===== config.mk =====
export PLATFORM = sky130hd
export DESIGN_NAME = pid_error_gen
export DESIGN_NICKNAME = d
export VERILOG_FILES = /design/src/rtl/ebike_pkg.sv /design/src/rtl/pid_error_gen_exp_avg.sv /design/src/rtl/pid_error_gen.sv
export SDC_FILE = /design/constraint.sdc
export NUM_CORES = 1
export LEC_CHECK = 0
export ABC_AREA = 1
export ABC_CLOCK_PERIOD_IN_PS = 10050
export BUFFER_PORTS_ARGS = -buffer_cell sky130_fd_sc_hd__buf_2
export CORE_MARGIN = 5
export CORE_UTILIZATION = 45
export CTS_BUF_LIST = sky130_fd_sc_hd__clkbuf_8
export DETAILED_ROUTE_END_ITERATION = 8
export GPL_TIMING_DRIVEN = 0
export HOLD_SLACK_MARGIN = 0.12
export PLACE_DENSITY_LB_ADDON = 0.2
export SLEW_MARGIN = 20
export SYNTH_ARGS = -nofsm -noshare
export SYNTH_HDL_FRONTEND = slang
export SYNTH_SLANG_ARGS = --single-unit
export TNS_END_PERCENT = 20

===== constraint.sdc =====
create_clock -name clk -period 10.05 [get_ports clk]
set_input_delay 1.005 -clock clk [delete_from_list [all_inputs] [get_ports clk]]
set_output_delay 1.005 -clock clk [all_outputs]
set_load 0.05 [all_outputs]

===== src/rtl/ebike_pkg.sv =====
// Shared types and constants for the e-bike assist front end.
package ebike_pkg;

  typedef logic [11:0]        sample_t;
  typedef logic signed [12:0] err_t;

  localparam sample_t TORQUE_MIN_DEF = 12'h380;
  localparam int      WIN_W_FULL     = 22;
  localparam int      WIN_W_FAST     = 12;
  localparam sample_t BATT_CUT       = 12'hA98;
  localparam sample_t BATT_REL       = 12'hAA0;

endpackage


===== src/rtl/pid_error_gen_exp_avg.sv =====
// Exponential moving average: acc <= acc - acc/2^SHIFT + din, avg = acc >> SHIFT.
module exp_avg #(
  parameter int DATA_W = 12,
  parameter int ACC_W  = 16,
  parameter int SHIFT  = 4
) (
  input  logic                     clk,
  input  logic                     rst,
  input  logic                     vld,
  input  logic [DATA_W-1:0]        din,
  output logic [ACC_W-SHIFT-1:0]   avg
);

  logic [ACC_W-1:0] acc_q, acc_d;

  always_comb begin
    acc_d = acc_q;
    if (vld) acc_d = acc_q - (acc_q >> SHIFT) + {{(ACC_W-DATA_W){1'b0}}, din};
  end

  always_ff @(posedge clk or posedge rst) begin
    if (rst) acc_q <= '0;
    else     acc_q <= acc_d;
  end

  assign avg = acc_q[ACC_W-1:SHIFT];

endmodule


===== src/rtl/pid_error_gen.sv =====
// Cadence/torque/current conditioning and PID error generation.
// Optional low-battery cutoff enabled by defining LOW_BATT_CUTOFF_EN.
module pid_error_gen
  import ebike_pkg::*;
#(
  parameter int      FAST_SIM   = 0,
  parameter sample_t TORQUE_MIN = TORQUE_MIN_DEF
) (
  input  logic               clk,
  input  logic               rst,
  input  logic               cadence_raw,
  input  logic [11:0]        torque,
  input  logic               torque_vld,
  input  logic [11:0]        curr,
  input  logic               curr_vld,
  input  logic [2:0]         scale,
  input  logic [11:0]        batt,
  output logic signed [12:0] error,
  output logic               not_pedaling,
  output logic [11:0]        target_curr
);

  localparam int WIN_W = (FAST_SIM != 0) ? WIN_W_FAST : WIN_W_FULL;

  function automatic logic [4:0] sat_inc5(input logic [4:0] v, input logic inc);
    return (inc && v != 5'd31) ? v + 5'd1 : v;
  endfunction

  logic [2:0]       sync_q;
  logic [WIN_W-1:0] win_q;
  logic [4:0]       edge_cnt_q, rate_q;
  logic             np_q, cadence_edge, win_end, cutoff;
  sample_t          torque_avg, avg_curr, tdiff, target_d, target_q;
  err_t             error_q;
  logic [19:0]      prod;

  exp_avg #(.DATA_W(12), .ACC_W(16), .SHIFT(4)) u_torque_avg (
    .clk(clk), .rst(rst), .vld(torque_vld), .din(torque), .avg(torque_avg)
  );

  exp_avg #(.DATA_W(12), .ACC_W(14), .SHIFT(2)) u_curr_avg (
    .clk(clk), .rst(rst), .vld(curr_vld), .din(curr), .avg(avg_curr)
  );

  assign cadence_edge = sync_q[1] & ~sync_q[2];
  assign win_end      = &win_q;

  // An edge in the window-end cycle belongs to the window that is closing.
  always_ff @(posedge clk or posedge rst) begin
    if (rst) begin
      sync_q     <= '0;
      win_q      <= '0;
      edge_cnt_q <= '0;
      rate_q     <= '0;
      np_q       <= 1'b1;
    end else begin
      sync_q <= {sync_q[1:0], cadence_raw};
      win_q  <= win_q + WIN_W'(1);
      np_q   <= (rate_q < 5'd2);
      if (win_end) begin
        rate_q     <= sat_inc5(edge_cnt_q, cadence_edge);
        edge_cnt_q <= '0;
      end else begin
        edge_cnt_q <= sat_inc5(edge_cnt_q, cadence_edge);
      end
    end
  end

`ifdef LOW_BATT_CUTOFF_EN
  logic cut_q;

  always_ff @(posedge clk or posedge rst) begin
    if (rst)                   cut_q <= 1'b1;
    else if (batt < BATT_CUT)  cut_q <= 1'b1;
    else if (batt >= BATT_REL) cut_q <= 1'b0;
  end

  assign cutoff = cut_q;
`else
  logic unused_batt;
  assign unused_batt = ^batt;
  assign cutoff      = 1'b0;
`endif

  assign tdiff = torque_avg - TORQUE_MIN;
  assign prod  = 20'(tdiff) * 20'(rate_q) * 20'(scale);

  always_comb begin
    target_d = 12'(prod >> 8);
    if (np_q || (torque_avg <= TORQUE_MIN) || (scale == 3'd0) || cutoff) target_d = '0;
  end

  always_ff @(posedge clk or posedge rst) begin
    if (rst) begin
      target_q <= '0;
      error_q  <= '0;
    end else begin
      target_q <= target_d;
      error_q  <= $signed({1'b0, target_q}) - $signed({1'b0, avg_curr});
    end
  end

  assign error        = error_q;
  assign not_pedaling = np_q;
  assign target_curr  = target_q;

endmodule


After elaboration in Yosys (flattened, before gate mapping)
Index checks and enable logic that the tools add are counted.
Word-level totals
  register bits after elaboration: 91
  bits of input ports: 44
  output and inout bits: 26
  word-level logic and storage cells: 32
Operators by class
  $add $sub $neg: 8
  multiply operators: 2
  order comparisons: 2
  equal/unequal tests: 1
  muxes and demuxes: 3
  bitwise gates (word level): 2
  reduce and logical (&&, ||, !) cells: 5
Operators by type and width (number)
  $add A22 B1 Y22 const B: 1
  $reduce_and A22 Y1: 1
  $mul A17 B3 Y20: 1
  $mul A12 B5 Y17: 1
  $add A16 B12 Y16: 1
  $sub A16 B12 Y16: 1
  $add A14 B12 Y14: 1
  $sub A14 B12 Y14: 1
  $sub A12 B12 Y13: 1
  $le A12 B10 Y1 const B: 1
  $mux W12: 1
  $sub A12 B10 Y12 const B: 1
  $mux W5: 2
  $add A5 B1 Y5 const B: 1
  $lt A5 B2 Y1 const B: 1
  $ne A5 B5 Y1 const B: 1
  $logic_not A3 Y1: 1
  $logic_or A1 B1 Y1: 2
  $and A1 B1 Y1: 1
  $logic_and A1 B1 Y1: 1
  $not A1 Y1: 1

Logic depth before layout (Yosys ltp)
  depth in word-level cells: 5
  mapped depth: 29
  mapped depth without buffers: 28

Modules after synthesis
From an unflattened synthesis, not the netlist that was laid out.
Unflattened totals
  cells, all modules: 1453
  area total of the unflattened synthesis: 10272.4 µm²
By module, submodules not included
  pid_error_gen: instances 1, cells each 859, area an instance 6404.9 µm², sequential area each 1527.7 µm²
  exp_avg at u_torque_avg: instances 1, cells each 316, area an instance 2044.5 µm², sequential area each 400.4 µm²
  exp_avg at u_curr_avg: instances 1, cells each 278, area an instance 1823.0 µm², sequential area each 350.3 µm²

Least setup slack after synthesis
Ideal clock, no wire load.
  path type: register to register
  from: reg u_torque_avg.acc_q[11]
  to: reg target_q[10] (netlist: target_curr[10])
  library setup time: 0.119 ns
  arrival: 5.130 ns
  data required time: 9.931 ns
  path slack: 4.801 ns
  stages on the path, launching flop included: 24
  path buffers: 0
  period minus slack after synthesis: 5.249 ns
  cell sequence: dfrtp_1 > ha_1 > xnor2_1 > nor2_1 > fa_1 > inv_1 > fa_1 > fa_1 > inv_1 > ha_1 > nand2_1 > o21ai_0 > inv_1 > nand3_1 > or2_2 > nand3_1 > fa_1 > inv_1 > ha_1 > nand2_1 > nor4_1 > nand2_1 > a21oi_1 > nor2_1
On the way
  word-level cells in the longest chain between the ends: 4
  elaborated cells on any way between the ends: 7
  classes of those cells: add/sub: 1; mul: 2; order compare: 1; mux: 1; reduce/logical: 2
RTL lines
  from (decl): RTL line pid_error_gen_exp_avg.sv:14  | logic [ACC_W-1:0] acc_q, acc_d;
  from (signal assigned): RTL line pid_error_gen_exp_avg.sv:22  | if (rst) acc_q <= '0;
  from (signal assigned): RTL line pid_error_gen_exp_avg.sv:23  | else acc_q <= acc_d;
  $sub A12 B10 Y12 or $le A12 B10 Y1 (tied branches): RTL line pid_error_gen.sv:85, pid_error_gen.sv:90
  $mul A12 B5 Y17 or $logic_or A1 B1 Y1 (tied branches): RTL line pid_error_gen.sv:86, pid_error_gen.sv:90
  $mul A17 B3 Y20 or $logic_or A1 B1 Y1 (tied branches): RTL line pid_error_gen.sv:86, pid_error_gen.sv:90
  $mux W12 *: RTL line pid_error_gen.sv:90  | if (np_q || (torque_avg <= TORQUE_MIN) || (scale == 3'd0) || cutoff) target_d = '0;
  net target_d[10]: RTL line pid_error_gen.sv:33  | sample_t torque_avg, avg_curr, tdiff, target_d, target_q;
  to (signal assigned): RTL line pid_error_gen.sv:98  | target_q <= target_d;
  to (decl): RTL line pid_error_gen.sv:33
Mark *: on every way through the listed nets, which the timed path passes. The rest lies on a longest branch.
A chain may end at the register's enable or synchronous reset.

Worst setup path after layout
  from: reg u_torque_avg.acc_q[11]
  to: reg target_q[9] (netlist: target_curr[9])
The elaborated chain is that of the path after synthesis.

==> results.toml <==
[final_layout]
post-route-util = 0.493
num-fill-cells = 2217
area_growth_pct = 8.71
final_common_cell = "nand2_1"
seq_area_um2 = 2280
mostFrequentLayoutCells = "nand2_1, inv_1, nor2_1"
multi_input_area_um2 = 6270
antenna_cells = 0
drive_gt1_frac = 0.0720
finalNetCount = 1630

[grt]
grt_overflow = 0
grt_use_total = 0.188
grt_max_degree = 63
grt_pass1_wl_um = 38400
antenna_found_initial = 0
grt_pass1_vias = 8300

[floorplan]
rows = 54
die-area_um2 = 24900
ios = 70
die-height_um = 158
start_util = 0.454
core_region_area_um2 = 21600
die_w_um = 158

[yosys]
syn_inst = 1360
ys_seq_area_frac = 0.232
syn_area_per_cell_um2 = 7.21
yosysUniqueCellTypes = 45
ys_ff_latch = 91
syn_nets = 1565
syn_area_um2 = 9810
ys_warn_count = 0

[sta]
final.period_utilization = 0.597
hold_viol = 0
tightest_slew_ns = 0.588
hold-worst-slack_ns = 0.364
fin_skew_ns = 0.0212
max_freq_mhz = 167
period_minus_slack_ns = 6.00
fin_tns_setup_ns = 0
rsz0062_at_grt = "false"
slew_headroom = 0.608
setup_viol = 0
slew_viol_final = 0

[clocking]
post_cts_resized = 0
clock-sinks = 91
cts_max_level = 3
cts_hold_buffers = 0
cts_setup_buffers = 0
clk_pin_slew_ns = 0.10
cts_tree = "done"
cts-root-buf = "clkbuf_8"
cts_buffer_depth = 2
cts_buffers = 9
clk_latency_ns = 0.39

[power_and_ir_drop]
comb_power_share = 0.694
p_sw_frac = 0.532
power_frac_seq = 0.206
power_density_nw_per_um2 = 256
p_clk_frac = 0.100
power_mw = 2.73
leakagePower_nw = 6.08
power.net_switching_mw = 1.45
p_int_mw = 1.28
ir_drop_uv = 226

[setup_path]
worstPathRequired_ns = 10.33
worstPathMaxFanout = 8
arrival_ns = 6.29
cp_cell_sequence = "ha_1 > xnor2_1 > nor2_1 > fa_1 > inv_1 > fa_1 > fa_1 > inv_1 > ha_1 > nand2_1 > o21ai_0 > inv_1 > nand3_1 > or2_2 > nand3_1 > fa_1 > inv_1 > ha_1 > nand2_1 > nor4_1 > nand2_1 > a21oi_1 > nor2_1"
worstSetupPathType = "register to register"
critPathLaunchType = "register"
crit_slowest_cell = "fa_1"
max_stage_delay_ns = 0.55
endpoint_kind = "register"

[outcome]
status = "finished clean"

[routing]
viasPerCell = 4.87
routed_wl_um = 21900
drc = 0
num_vias = 8324
ant_nets = 0
wire_per_inst_um = 12.8
drt_pass1_iterations = 7
drt_iter0_markers = 322

[place]
io_buffers = 53
gp_congestion = 0.881
dp_hpwl_um = 18100

[min_path]
hp-class = "register to register"

[flow_run]
max_cap_viol_count = 0
==> power by group through the flow <==
stage	sequential [mW]	clock [mW]	combinational, mW
floorplan	0.633	0	1.42
global placement	0.571	0	1.85
detailed placement	0.573	0	1.89
CTS	0.566	0.283	1.90
global route	0.581	0.299	2.19
finish	0.564	0.273	1.90
==> sequential cells by signal, summed over array words and instances, names as in the netlist <==
name                count
error                  13
rate_q                  5
win_q                  22
edge_cnt_q              5
u_torque_avg.acc_q     16
target_curr            12
sync_q                  3
u_curr_avg.acc_q       14
not_pedaling            1
==> layer usage <==
| metal | global-route usage | vias to the layer above | wire length (um) |
|---|---|---|---|
| li1 | - | 4332 | - |
| met1 | 0.249 | 3838 | 10300 |
| met2 | 0.327 | 125 | 10500 |
| met3 | 0.0254 | 29 | 683 |
| met4 | 0.0488 | 0 | 404 |
| met5 | 0 | - | 0 |
==> cell type report <==
cell class	instances	area share
Clock inverter	5	0.00516
Multi-Input combinational cell	937	0.588
Buffer	20	0.00833
Sequential cell	91	0.214
Tap cell	280	0.0329
Timing Repair Buffer	54	0.0275
Inverter	312	0.110
Clock buffer	11	0.0142
==> critical path, delay by kind of cell (launching register included) <==
kind | cells | cell delay, ns
buf+inv | 4 | 0.20
xor+xnor | 1 | 0.43
fa+ha+maj | 7 | 3.06
simple gates | 9 | 1.20
compound gates | 2 | 0.45
flops | 1 | 0.52
==> worst paths after layout <==
check / start / slack, ns / end / cells past startpoint
max: u_torque_avg.acc_q[11]$_DFFE_PP0P_ / 4.05 / target_curr[9]$_DFF_PP0_ / 23
min: sync_q[0]$_DFF_PP0_ / 0.36 / sync_q[1]$_DFF_PP0_ / 0
max reg2reg: u_torque_avg.acc_q[11]$_DFFE_PP0P_ / 4.05 / target_curr[9]$_DFF_PP0_ / 23
min reg2reg: sync_q[0]$_DFF_PP0_ / 0.36 / sync_q[1]$_DFF_PP0_ / 0
max in group asynchronous: rst / 8.85 / not_pedaling$_DFF_PP1_ / 3
min in group asynchronous: rst / 0.57 / u_curr_avg.acc_q[1]$_DFFE_PP0P_ / 2
==> synthesized netlist by cell type, drive strengths merged <==
library cell  number  area (um2)
nand2            325        1230
inv              311        1170
nor2             106         428
nand3             95         480
ha                91        1140
dfrtp             90        2250
a21oi             71         355
fa                70        1400
o21ai             55         298
xor2              29         254
xnor2             20         175
nand4             18         113
clkbuf            15        56.3
nor3              12        75.1
nor4               8        50.1
buf                5        32.5
nand3b             5        37.5
o22ai              5        31.3
or2                5        31.3
a21o               4        30.0
nor3b              3        32.5
o21bai             3        22.5
a31oi              2        12.5
and2               2        12.5
mux2i              2        20.0
o21a               2        15.0
a211oi             1        7.51
a21boi             1        7.51
and3               1        6.26
clkinv             1        3.75
dfstp              1        26.3
nand2b             1        6.26
==> metrics by stage <==
step / cells / setup WS (ns) / cell area (um2)
3_3_place_gp: 1693 / 4.08 / 10400
3_5_place_dp: 1694 / 4.05 / 10500
6_report: 1710 / 4.05 / 10700
5_1_grt: 1710 / 3.54 / 10700
2_1_floorplan: 1360 / 4.80 / 9810
4_1_cts: 1710 / 4.01 / 10700
==> kinds of logic after synthesis <==
family | count (synthesis) | share of synthesized area
mux | 2 | 0.00204
xor+xnor | 49 | 0.0437
simple gates | 581 | 0.255
flops | 91 | 0.232
compound gates | 144 | 0.0795
buf+inv | 332 | 0.128
fa+ha+maj | 161 | 0.259
No activity file was read; power rests on OpenSTA's default activity.
